$ cat src/rtl/pipe_stage_skid.sv
// Inter-stage pipeline register with valid/ready handshake and a 2-entry skid buffer.
// Optional perf counters (stall_cnt_o, bubble_cnt_o) enabled by PIPE_STAGE_PERF_EN.
module pipe_stage_skid #(
  parameter int unsigned DATA_W     = 256,
  parameter logic [31:0] RESET_PC   = 32'h0000_3000,
  parameter bit          FLUSH_ZERO = 1'b1
) (
  input  logic              clk_i,
  input  logic              rst_ni,
  input  logic              in_valid_i,
  output logic              in_ready_o,
  input  logic [DATA_W-1:0] in_data_i,
  input  logic [31:0]       in_pc_i,
  output logic              out_valid_o,
  input  logic              out_ready_i,
  output logic [DATA_W-1:0] out_data_o,
  output logic [31:0]       out_pc_o,
  input  logic              flush_i,
  input  logic [31:0]       flush_pc_i,
`ifdef PIPE_STAGE_PERF_EN
  output logic [31:0]       stall_cnt_o,
  output logic [31:0]       bubble_cnt_o,
`endif
  output logic [1:0]        occupancy_o
);

  logic              main_valid_q, main_valid_d;
  logic [DATA_W-1:0] main_data_q, main_data_d;
  logic [31:0]       main_pc_q, main_pc_d;
  logic              skid_valid_q, skid_valid_d;
  logic [DATA_W-1:0] skid_data_q, skid_data_d;
  logic [31:0]       skid_pc_q, skid_pc_d;

  logic push, pop;

  // in_ready depends only on a flop and flush, so no ready path crosses stages.
  assign in_ready_o = !skid_valid_q && !flush_i;
  assign push       = in_valid_i && in_ready_o;
  assign pop        = main_valid_q && out_ready_i;

  always_comb begin
    main_valid_d = main_valid_q;
    main_data_d  = main_data_q;
    main_pc_d    = main_pc_q;
    skid_valid_d = skid_valid_q;
    skid_data_d  = skid_data_q;
    skid_pc_d    = skid_pc_q;

    if (flush_i) begin
      main_valid_d = 1'b0;
      skid_valid_d = 1'b0;
      main_pc_d    = flush_pc_i;
      if (FLUSH_ZERO) begin
        main_data_d = '0;
      end
    end else if (!main_valid_q || pop) begin
      // Main slot frees up: refill from skid first to keep FIFO order.
      if (skid_valid_q) begin
        main_valid_d = 1'b1;
        main_data_d  = skid_data_q;
        main_pc_d    = skid_pc_q;
        skid_valid_d = 1'b0;
      end else if (push) begin
        main_valid_d = 1'b1;
        main_data_d  = in_data_i;
        main_pc_d    = in_pc_i;
      end else begin
        main_valid_d = 1'b0;
      end
    end else if (push) begin
      skid_valid_d = 1'b1;
      skid_data_d  = in_data_i;
      skid_pc_d    = in_pc_i;
    end
  end

  always_ff @(posedge clk_i or negedge rst_ni) begin
    if (!rst_ni) begin
      main_valid_q <= 1'b0;
      main_data_q  <= '0;
      main_pc_q    <= RESET_PC;
      skid_valid_q <= 1'b0;
      skid_data_q  <= '0;
      skid_pc_q    <= RESET_PC;
    end else begin
      main_valid_q <= main_valid_d;
      main_data_q  <= main_data_d;
      main_pc_q    <= main_pc_d;
      skid_valid_q <= skid_valid_d;
      skid_data_q  <= skid_data_d;
      skid_pc_q    <= skid_pc_d;
    end
  end

  assign out_valid_o = main_valid_q;
  assign out_data_o  = main_data_q;
  assign out_pc_o    = main_pc_q;
  assign occupancy_o = {1'b0, main_valid_q} + {1'b0, skid_valid_q};

`ifdef PIPE_STAGE_PERF_EN
  logic [31:0] stall_cnt_q, stall_cnt_d;
  logic [31:0] bubble_cnt_q, bubble_cnt_d;

  always_comb begin
    stall_cnt_d  = stall_cnt_q;
    bubble_cnt_d = bubble_cnt_q;
    if (main_valid_q && !out_ready_i) begin
      stall_cnt_d = stall_cnt_q + 32'd1;
    end
    if (!main_valid_q || flush_i) begin
      bubble_cnt_d = bubble_cnt_q + 32'd1;
    end
  end

  always_ff @(posedge clk_i or negedge rst_ni) begin
    if (!rst_ni) begin
      stall_cnt_q  <= '0;
      bubble_cnt_q <= '0;
    end else begin
      stall_cnt_q  <= stall_cnt_d;
      bubble_cnt_q <= bubble_cnt_d;
    end
  end

  assign stall_cnt_o  = stall_cnt_q;
  assign bubble_cnt_o = bubble_cnt_q;
`endif

endmodule
$ cat config.mk
export PLATFORM = sky130hd
export DESIGN_NAME = pipe_stage_skid
export DESIGN_NICKNAME = d
export VERILOG_FILES = /design/src/rtl/pipe_stage_skid.sv
export SDC_FILE = /design/constraint.sdc
export NUM_CORES = 1
export LEC_CHECK = 0
export BUFFER_PORTS_ARGS = -buffer_cell sky130_fd_sc_hd__buf_2
export CAP_MARGIN = 20
export CORE_AREA = 2 2 237 239
export CTS_CLUSTER_SIZE = 40
export DETAILED_ROUTE_END_ITERATION = 10
export DIE_AREA = 0 0 239 241
export PLACE_DENSITY = 0.83
export SYNTH_ARGS = -nofsm -noshare
export SYNTH_HDL_FRONTEND = slang
export SYNTH_SLANG_ARGS = --single-unit
$ cat constraint.sdc
create_clock -name clk_i -period 4.8 [get_ports clk_i]
set_clock_uncertainty 0.15 [all_clocks]
set_input_delay 0.24 -clock clk_i [delete_from_list [all_inputs] [get_ports clk_i]]
set_output_delay 0.24 -clock clk_i [all_outputs]
set_load 0.01 [all_outputs]
**After elaboration in Yosys (flattened, before gate mapping)**

Cells that the tools add are included.
Widths: inputs -> output; s select.

- RAM bits: 0
- Memories kept: 0
- Bits in latches: 0
- Input bits: 325
- Register bits after elaboration: 578
- Word-level logic and storage cells: 36
- Bits in read-only memories: 0

- Order comparisons: 0
- Mux-type cells: 15
- Shift operators: 0
- Reductions and logical operators: 12
- Divide/modulo/power cells: 0
- Equal/unequal tests: 0
- $mul: 0
- Bitwise logic cells: 2
- $add $sub $neg: 1

Operators with widths:

| kind | number |
|---|---|
| $mux 256 | 4 |
| $mux 32 | 4 |
| $mux 1 | 7 |
| $reduce_bool 3->1 | 2 |
| $logic_and 1x1->1 | 3 |
| $logic_not 1->1 | 3 |
| $reduce_and 3->1 | 1 |
| $add 1x1->2 | 1 |
| $not 1->1 | 2 |
| $reduce_and 2->1 | 1 |
| $reduce_bool 2->1 | 1 |
| $logic_or 1x1->1 | 1 |

**Logic depth before layout (Yosys ltp)**

- Depth in word-level cells: 7
- Gate-level depth with buffers: 6
- Mapped depth without buffers: 3

**Least setup slack after synthesis**

OpenSTA, ideal clock, no wires.

- Kind: register -> register
- Start point: reg main_valid_q (netlist: out_valid_o)
- End point: reg skid_data_q[235]
- Slack: 2,997 ps
- Stages on the path, launching flop included: 7
- Data arrival time: 1,529 ps
- Buffers on the path: 3
- Required time: 4,525 ps
- Cells stage by stage: dfrtp_1 nor2b_1 buf_2 nand3_4 buf_4 buf_2 mux2_2

- Word-level cells in the longest chain between the ends: 4
- Elaborated cells between the ends (all ways): 5
- Classes of those cells: 1 x bitwise; 4 x reduce/logical

Ends and longest elaborated chain:

| what | RTL line | source |
|---|---|---|
| from (decl) | 27 | `logic main_valid_q, main_valid_d;` |
| from (signal assigned) | 86 | `main_valid_q <= main_valid_d;` |
| $logic_not 1->1 / $logic_and 1x1->1 (equally long branches) | 56, 39 |  |
| $logic_or 1x1->1 (*) | 56 | `end else if (!main_valid_q \|\| pop) begin` |
| $not 1->1 (no line) (*) | n/a |  |
| $reduce_and 3->1 (no line) (*) | n/a |  |
| to (signal assigned) | 90 | `skid_data_q <= skid_data_d;` |
| to (decl) | 31 | `logic [DATA_W-1:0] skid_data_q, skid_data_d;` |

Mark *: on every way between the ends. The rest lies on a longest branch, timed or not.
A chain may end at the register's enable or synchronous reset.

**Final worst setup path**

- Start point: reg skid_valid_q
- End point: reg main_pc_q[9] (netlist: out_pc_o[9])

- Word-level cells in the longest chain between the ends: 5
- Elaborated cells between the ends (all ways): 8
- Classes of those cells: 3 x mux; 5 x reduce/logical

Ends and longest elaborated chain:

| what | RTL line | source |
|---|---|---|
| from (decl) | 30 | `logic skid_valid_q, skid_valid_d;` |
| from (signal assigned) | 89 | `skid_valid_q <= skid_valid_d;` |
| $logic_not 1->1 | 37 | `assign in_ready_o = !skid_valid_q && !flush_i;` |
| $logic_and 1x1->1 | 37 |  |
| $logic_and 1x1->1 | 38 | `assign push = in_valid_i && in_ready_o;` |
| $reduce_bool 3->1 (no line) | n/a |  |
| $reduce_and 2->1 (no line) | n/a |  |
| to (signal assigned) | 88 | `main_pc_q <= main_pc_d;` |
| to (decl) | 29 | `logic [31:0] main_pc_q, main_pc_d;` |

Several ways; a longest one is shown, not always the timed one. The select of a mux whose other input is x is not followed.

==> impl_metrics.xml <==
<?xml version="1.0" encoding="UTF-8"?>
<metrics>
  <group name="power">
    <metric name="vdd_drop_max" unit="uV">330</metric>
    <metric name="sw_frac_of_total" unit="%">27.4</metric>
    <metric name="p_sw" unit="mW">3.70</metric>
    <metric name="internal-power" unit="mW">9.81</metric>
    <metric name="leakage" unit="nW">17.9</metric>
    <metric name="power_per_cell_area" unit="mW/mm2">385</metric>
    <metric name="pwr-share-seq" unit="%">46.0</metric>
    <metric name="combinationalPowerShare" unit="%">16.7</metric>
    <metric name="share_clk_of_total_power" unit="%">37.4</metric>
  </group>
  <group name="setup_path">
    <metric name="critPathMaxFanout" unit="">54</metric>
    <metric name="critPathRequiredTime" unit="ns">5.14</metric>
    <metric name="timing_worst_setup_path_type" unit="">flop to flop</metric>
    <metric name="worst_setup_path_end_kind" unit="">flop</metric>
    <metric name="critical_path.startpoint_type" unit="">flop</metric>
    <metric name="crit_arrival" unit="ns">4.04</metric>
  </group>
  <group name="yosys">
    <metric name="xor_xnor_portion_of_the_synthesized_cell_area" unit="%">0</metric>
    <metric name="ys_seq_elements" unit="">578</metric>
    <metric name="synth_top_area_cell" unit="">sky130_fd_sc_hd__dfrtp_1</metric>
    <metric name="synth-compound-area-share" unit="%">8.66</metric>
    <metric name="ys_warn_count" unit="">0</metric>
    <metric name="synth_top_area_share" unit="%">55.9</metric>
    <metric name="synth_area" unit="mm2">0.0257</metric>
    <metric name="synth.lib_cells_used.distinct" unit="">25</metric>
    <metric name="muxShareOfSynthArea" unit="%">23.9</metric>
    <metric name="synth_simple_gate_area_share" unit="%">6.93</metric>
    <metric name="syn-num-nets" unit="">2287</metric>
    <metric name="sequential_area_share_after_synthesis" unit="%">56.3</metric>
    <metric name="post_synthesis_mean_instance_area" unit="um2">13.1</metric>
    <metric name="synth.area.top_cells" unit="">sky130_fd_sc_hd__dfrtp_1 (56%), sky130_fd_sc_hd__mux2_2 (13%), sky130_fd_sc_hd__mux2i_1 (11%)</metric>
    <metric name="synth_cells" unit="">1961</metric>
    <metric name="synth-adder-area-share" unit="%">0.0487</metric>
    <metric name="synth_top_family_by_area" unit="">multiplexers</metric>
  </group>
  <group name="place">
    <metric name="port-buffer-count" unit="">616</metric>
    <metric name="post-dp-hpwl" unit="mm">46.3</metric>
    <metric name="gp_routability_congestion" unit="">0.872</metric>
  </group>
  <group name="global_routing">
    <metric name="global_route_wire_length_before_repair" unit="mm">136</metric>
    <metric name="globalRoute.totalOverflow" unit="">0</metric>
    <metric name="grt_use_total" unit="%">30.4</metric>
    <metric name="initial_antenna_violation_count" unit="">23</metric>
    <metric name="maximum_number_of_pins_on_one_net_before_global_route_repair" unit="">185</metric>
    <metric name="first_global_vias" unit="">23200</metric>
  </group>
  <group name="clock_tree">
    <metric name="cts_setup_buffers" unit="">0</metric>
    <metric name="cts-buffers-inserted" unit="">59</metric>
    <metric name="ctsLongestPathBuffers" unit="">3</metric>
    <metric name="tritoncts" unit="">yes</metric>
    <metric name="cts_htree_levels" unit="">2</metric>
    <metric name="clk_pin_slew" unit="ns">0.07</metric>
    <metric name="clock_insertion_delay_worst_skew" unit="ns">0.60</metric>
    <metric name="clock_sink_count" unit="">578</metric>
    <metric name="clock_root_buffer_master" unit="">sky130_fd_sc_hd__clkbuf_16</metric>
  </group>
  <group name="timing">
    <metric name="rsz0062_at_grt" unit="">false</metric>
    <metric name="final.min_clock_period" unit="ns">3.70</metric>
    <metric name="maxSlewViolCount" unit="">0</metric>
    <metric name="tightestPinTransition" unit="ns">1.49</metric>
    <metric name="finalHoldViolations" unit="">0</metric>
    <metric name="timing.final.setup_violations" unit="">0</metric>
    <metric name="slew_headroom" unit="%">0.757</metric>
    <metric name="max_freq" unit="MHz">270</metric>
    <metric name="final.setup.tns" unit="ns">0</metric>
    <metric name="post-route-period-util" unit="%">77.1</metric>
  </group>
  <group name="drt">
    <metric name="finalWirelength" unit="mm">91.0</metric>
    <metric name="detail_route.vias_per_cell" unit="">6.09</metric>
    <metric name="total_number_of_vias" unit="">22100</metric>
    <metric name="drc_violation_total_after_the_first_tritonroute_iteration" unit="">1967</metric>
    <metric name="antenna_violating_nets_remaining" unit="">0</metric>
    <metric name="drc" unit="">0</metric>
    <metric name="wl_per_cell" unit="um">25.1</metric>
    <metric name="pre_repair_dr_iteration_count" unit="">5</metric>
  </group>
  <group name="die">
    <metric name="core_region_area" unit="mm2">0.0549</metric>
    <metric name="overall_die_area" unit="mm2">0.0576</metric>
    <metric name="pin_count" unit="">617</metric>
    <metric name="die_width" unit="um">239</metric>
    <metric name="row_count" unit="">86</metric>
    <metric name="die_y" unit="um">241</metric>
    <metric name="floorplan.initialDensity" unit="%">46.8</metric>
  </group>
  <group name="min_path">
    <metric name="hold_crit_class" unit="">primary input to asynchronous set/reset pin</metric>
  </group>
  <group name="cells_and_area">
    <metric name="drive_gt1_share" unit="%">36.1</metric>
    <metric name="area.growth.synth_to_final" unit="%">36.6</metric>
    <metric name="layout.filler_cells" unit="">3583</metric>
    <metric name="final_net_count" unit="">3185</metric>
    <metric name="post-route-util" unit="%">63.9</metric>
  </group>
  <group name="run">
    <metric name="max_cap_viol_count" unit="">0</metric>
  </group>
  <group name="run_status">
    <metric name="run_status" unit="">finished clean</metric>
  </group>
</metrics>
[metrics by stage]
stage          power, mW  setup slack [ns]  std cells  hold WS [ns]  instance area (um2)
2_1_floorplan       7.19              3.00       1961        -0.206                25700
3_3_place_gp        7.84              1.51       3126         0.212                29100
3_5_place_dp        8.00              1.46       3126         0.217                29100
4_1_cts             13.2              1.01       3609         0.173                35000
5_1_grt             13.9             0.947       3625         0.217                35000
6_report            13.5              1.10       3631         0.149                35100
[critical path, stage by stage, from the launching register on]
cell and delay, ns:
sky130_fd_sc_hd__dfrtp_4 0.97, sky130_fd_sc_hd__buf_4 0.90, sky130_fd_sc_hd__mux2i_1 0.64, sky130_fd_sc_hd__o221ai_1 0.22
sky130_fd_sc_hd__dlygate4sd3_1 0.62
[Yosys cell counts]
cell	number
sky130_fd_sc_hd__o21bai_1	1
sky130_fd_sc_hd__inv_1	32
sky130_fd_sc_hd__nand2_1	32
sky130_fd_sc_hd__a21oi_1	1
sky130_fd_sc_hd__or3_1	1
sky130_fd_sc_hd__nand2b_1	1
sky130_fd_sc_hd__nand3_4	1
sky130_fd_sc_hd__nor3_1	1
sky130_fd_sc_hd__a21o_1	256
sky130_fd_sc_hd__mux2i_1	288
sky130_fd_sc_hd__clkbuf_1	80
sky130_fd_sc_hd__nor2_4	1
sky130_fd_sc_hd__dfstp_2	4
sky130_fd_sc_hd__nor2b_1	1
sky130_fd_sc_hd__ha_1	1
sky130_fd_sc_hd__buf_4	22
sky130_fd_sc_hd__nor2_2	1
sky130_fd_sc_hd__buf_1	11
sky130_fd_sc_hd__nor4_1	256
sky130_fd_sc_hd__dfrtp_1	574
sky130_fd_sc_hd__buf_6	10
sky130_fd_sc_hd__o221ai_1	32
sky130_fd_sc_hd__buf_2	65
sky130_fd_sc_hd__o21ba_2	1
sky130_fd_sc_hd__mux2_2	288
[flip-flops by register name (all words and copies together) (netlist names)]
register,cells
skid_data_q,256
out_valid_o,1
out_pc_o,32
skid_valid_q,1
skid_pc_q,32
out_data_o,256
[logic make-up (layout without fill, tap and decap cells)]
logic type,count (synthesis),count (layout)
flops,578,578
mux,576,576
simple gates,295,295
compound gates,291,291
buf+inv,220,1167
fa+ha+maj,1,1
other cells,0,19
[repair_timing]
action / 4_1_cts / 5_1_grt
hold buffers: 373 / 0
resized for setup: 0 / 0
hold endpoints to repair: 662 / 0
[worst paths after layout]
kind                                              from                           to  slack (ns)  depth (start not counted)
max in group asynchronous                       rst_ni  skid_data_q[91]$_DFFE_PN0P_        3.08                          3
setup reg to reg              skid_valid_q$_DFFE_PN0P_      out_pc_o[9]$_DFFE_PN0P_        1.10                          4
setup / recovery              skid_valid_q$_DFFE_PN0P_      out_pc_o[9]$_DFFE_PN0P_        1.10                          4
hold reg to reg            out_data_o[107]$_DFFE_PN0P_  out_data_o[107]$_DFFE_PN0P_        0.32                          1
min in group clk_i                          in_valid_i      out_valid_o$_DFFE_PN0P_        0.20                          4
hold / removal                                  rst_ni   out_data_o[22]$_DFFE_PN0P_        0.15                          2
[placed cells by master (no fill, tap or decap), types with 2 or more instances in the layout]
cell / instances
sky130_fd_sc_hd__mux2i_1: 288
sky130_fd_sc_hd__mux2_2: 288
sky130_fd_sc_hd__buf_8: 3
sky130_fd_sc_hd__nor4_1: 256
sky130_fd_sc_hd__nand2_1: 32
sky130_fd_sc_hd__dfstp_2: 4
sky130_fd_sc_hd__inv_1: 32
sky130_fd_sc_hd__o221ai_1: 32
sky130_fd_sc_hd__bufinv_16: 10
sky130_fd_sc_hd__buf_12: 12
sky130_fd_sc_hd__buf_4: 22
sky130_fd_sc_hd__inv_6: 3
sky130_fd_sc_hd__buf_2: 614
sky130_fd_sc_hd__dlygate4sd3_1: 373
sky130_fd_sc_hd__clkinvlp_4: 2
sky130_fd_sc_hd__clkbuf_8: 7
sky130_fd_sc_hd__a21o_1: 256
sky130_fd_sc_hd__clkbuf_16: 61
sky130_fd_sc_hd__clkbuf_1: 11
sky130_fd_sc_hd__dfrtp_1: 573
sky130_fd_sc_hd__nor2_4: 2
sky130_fd_sc_hd__diode_2: 19
sky130_fd_sc_hd__clkinv_2: 15
[layer usage]
layer  up-vias  global-route usage (%)  wire length (um)
met5         -                  0.0842               149
met4        10                    20.3              6550
met3       511                    10.5              9100
met2      1467                    49.2             43500
met1     11000                    34.2             31800
li1       9150                       -                 -
[power groups by stage]
stage,Clock (mW),Combinational (mW),Sequential (mW)
floorplan,0,1.06,6.13
global placement,0,1.74,6.11
detailed placement,0,1.82,6.17
CTS,5.00,2.10,6.09
global route,5.28,2.39,6.25
finish,5.05,2.25,6.21
[final cells by class]
class | instances | area (um2) | area share [%]
clock inverter | 31 | 428 | 1.22
inverter | 32 | 120 | 0.343
timing repair buffer | 1025 | 7280 | 20.8
sequential | 578 | 14500 | 41.3
antenna | 19 | 47.5 | 0.136
clock buffer | 79 | 1660 | 4.75
multi-input combinational | 1163 | 10200 | 29.0
tap | 704 | 881 | 2.51
No activity file was read; power rests on OpenSTA's default activity.
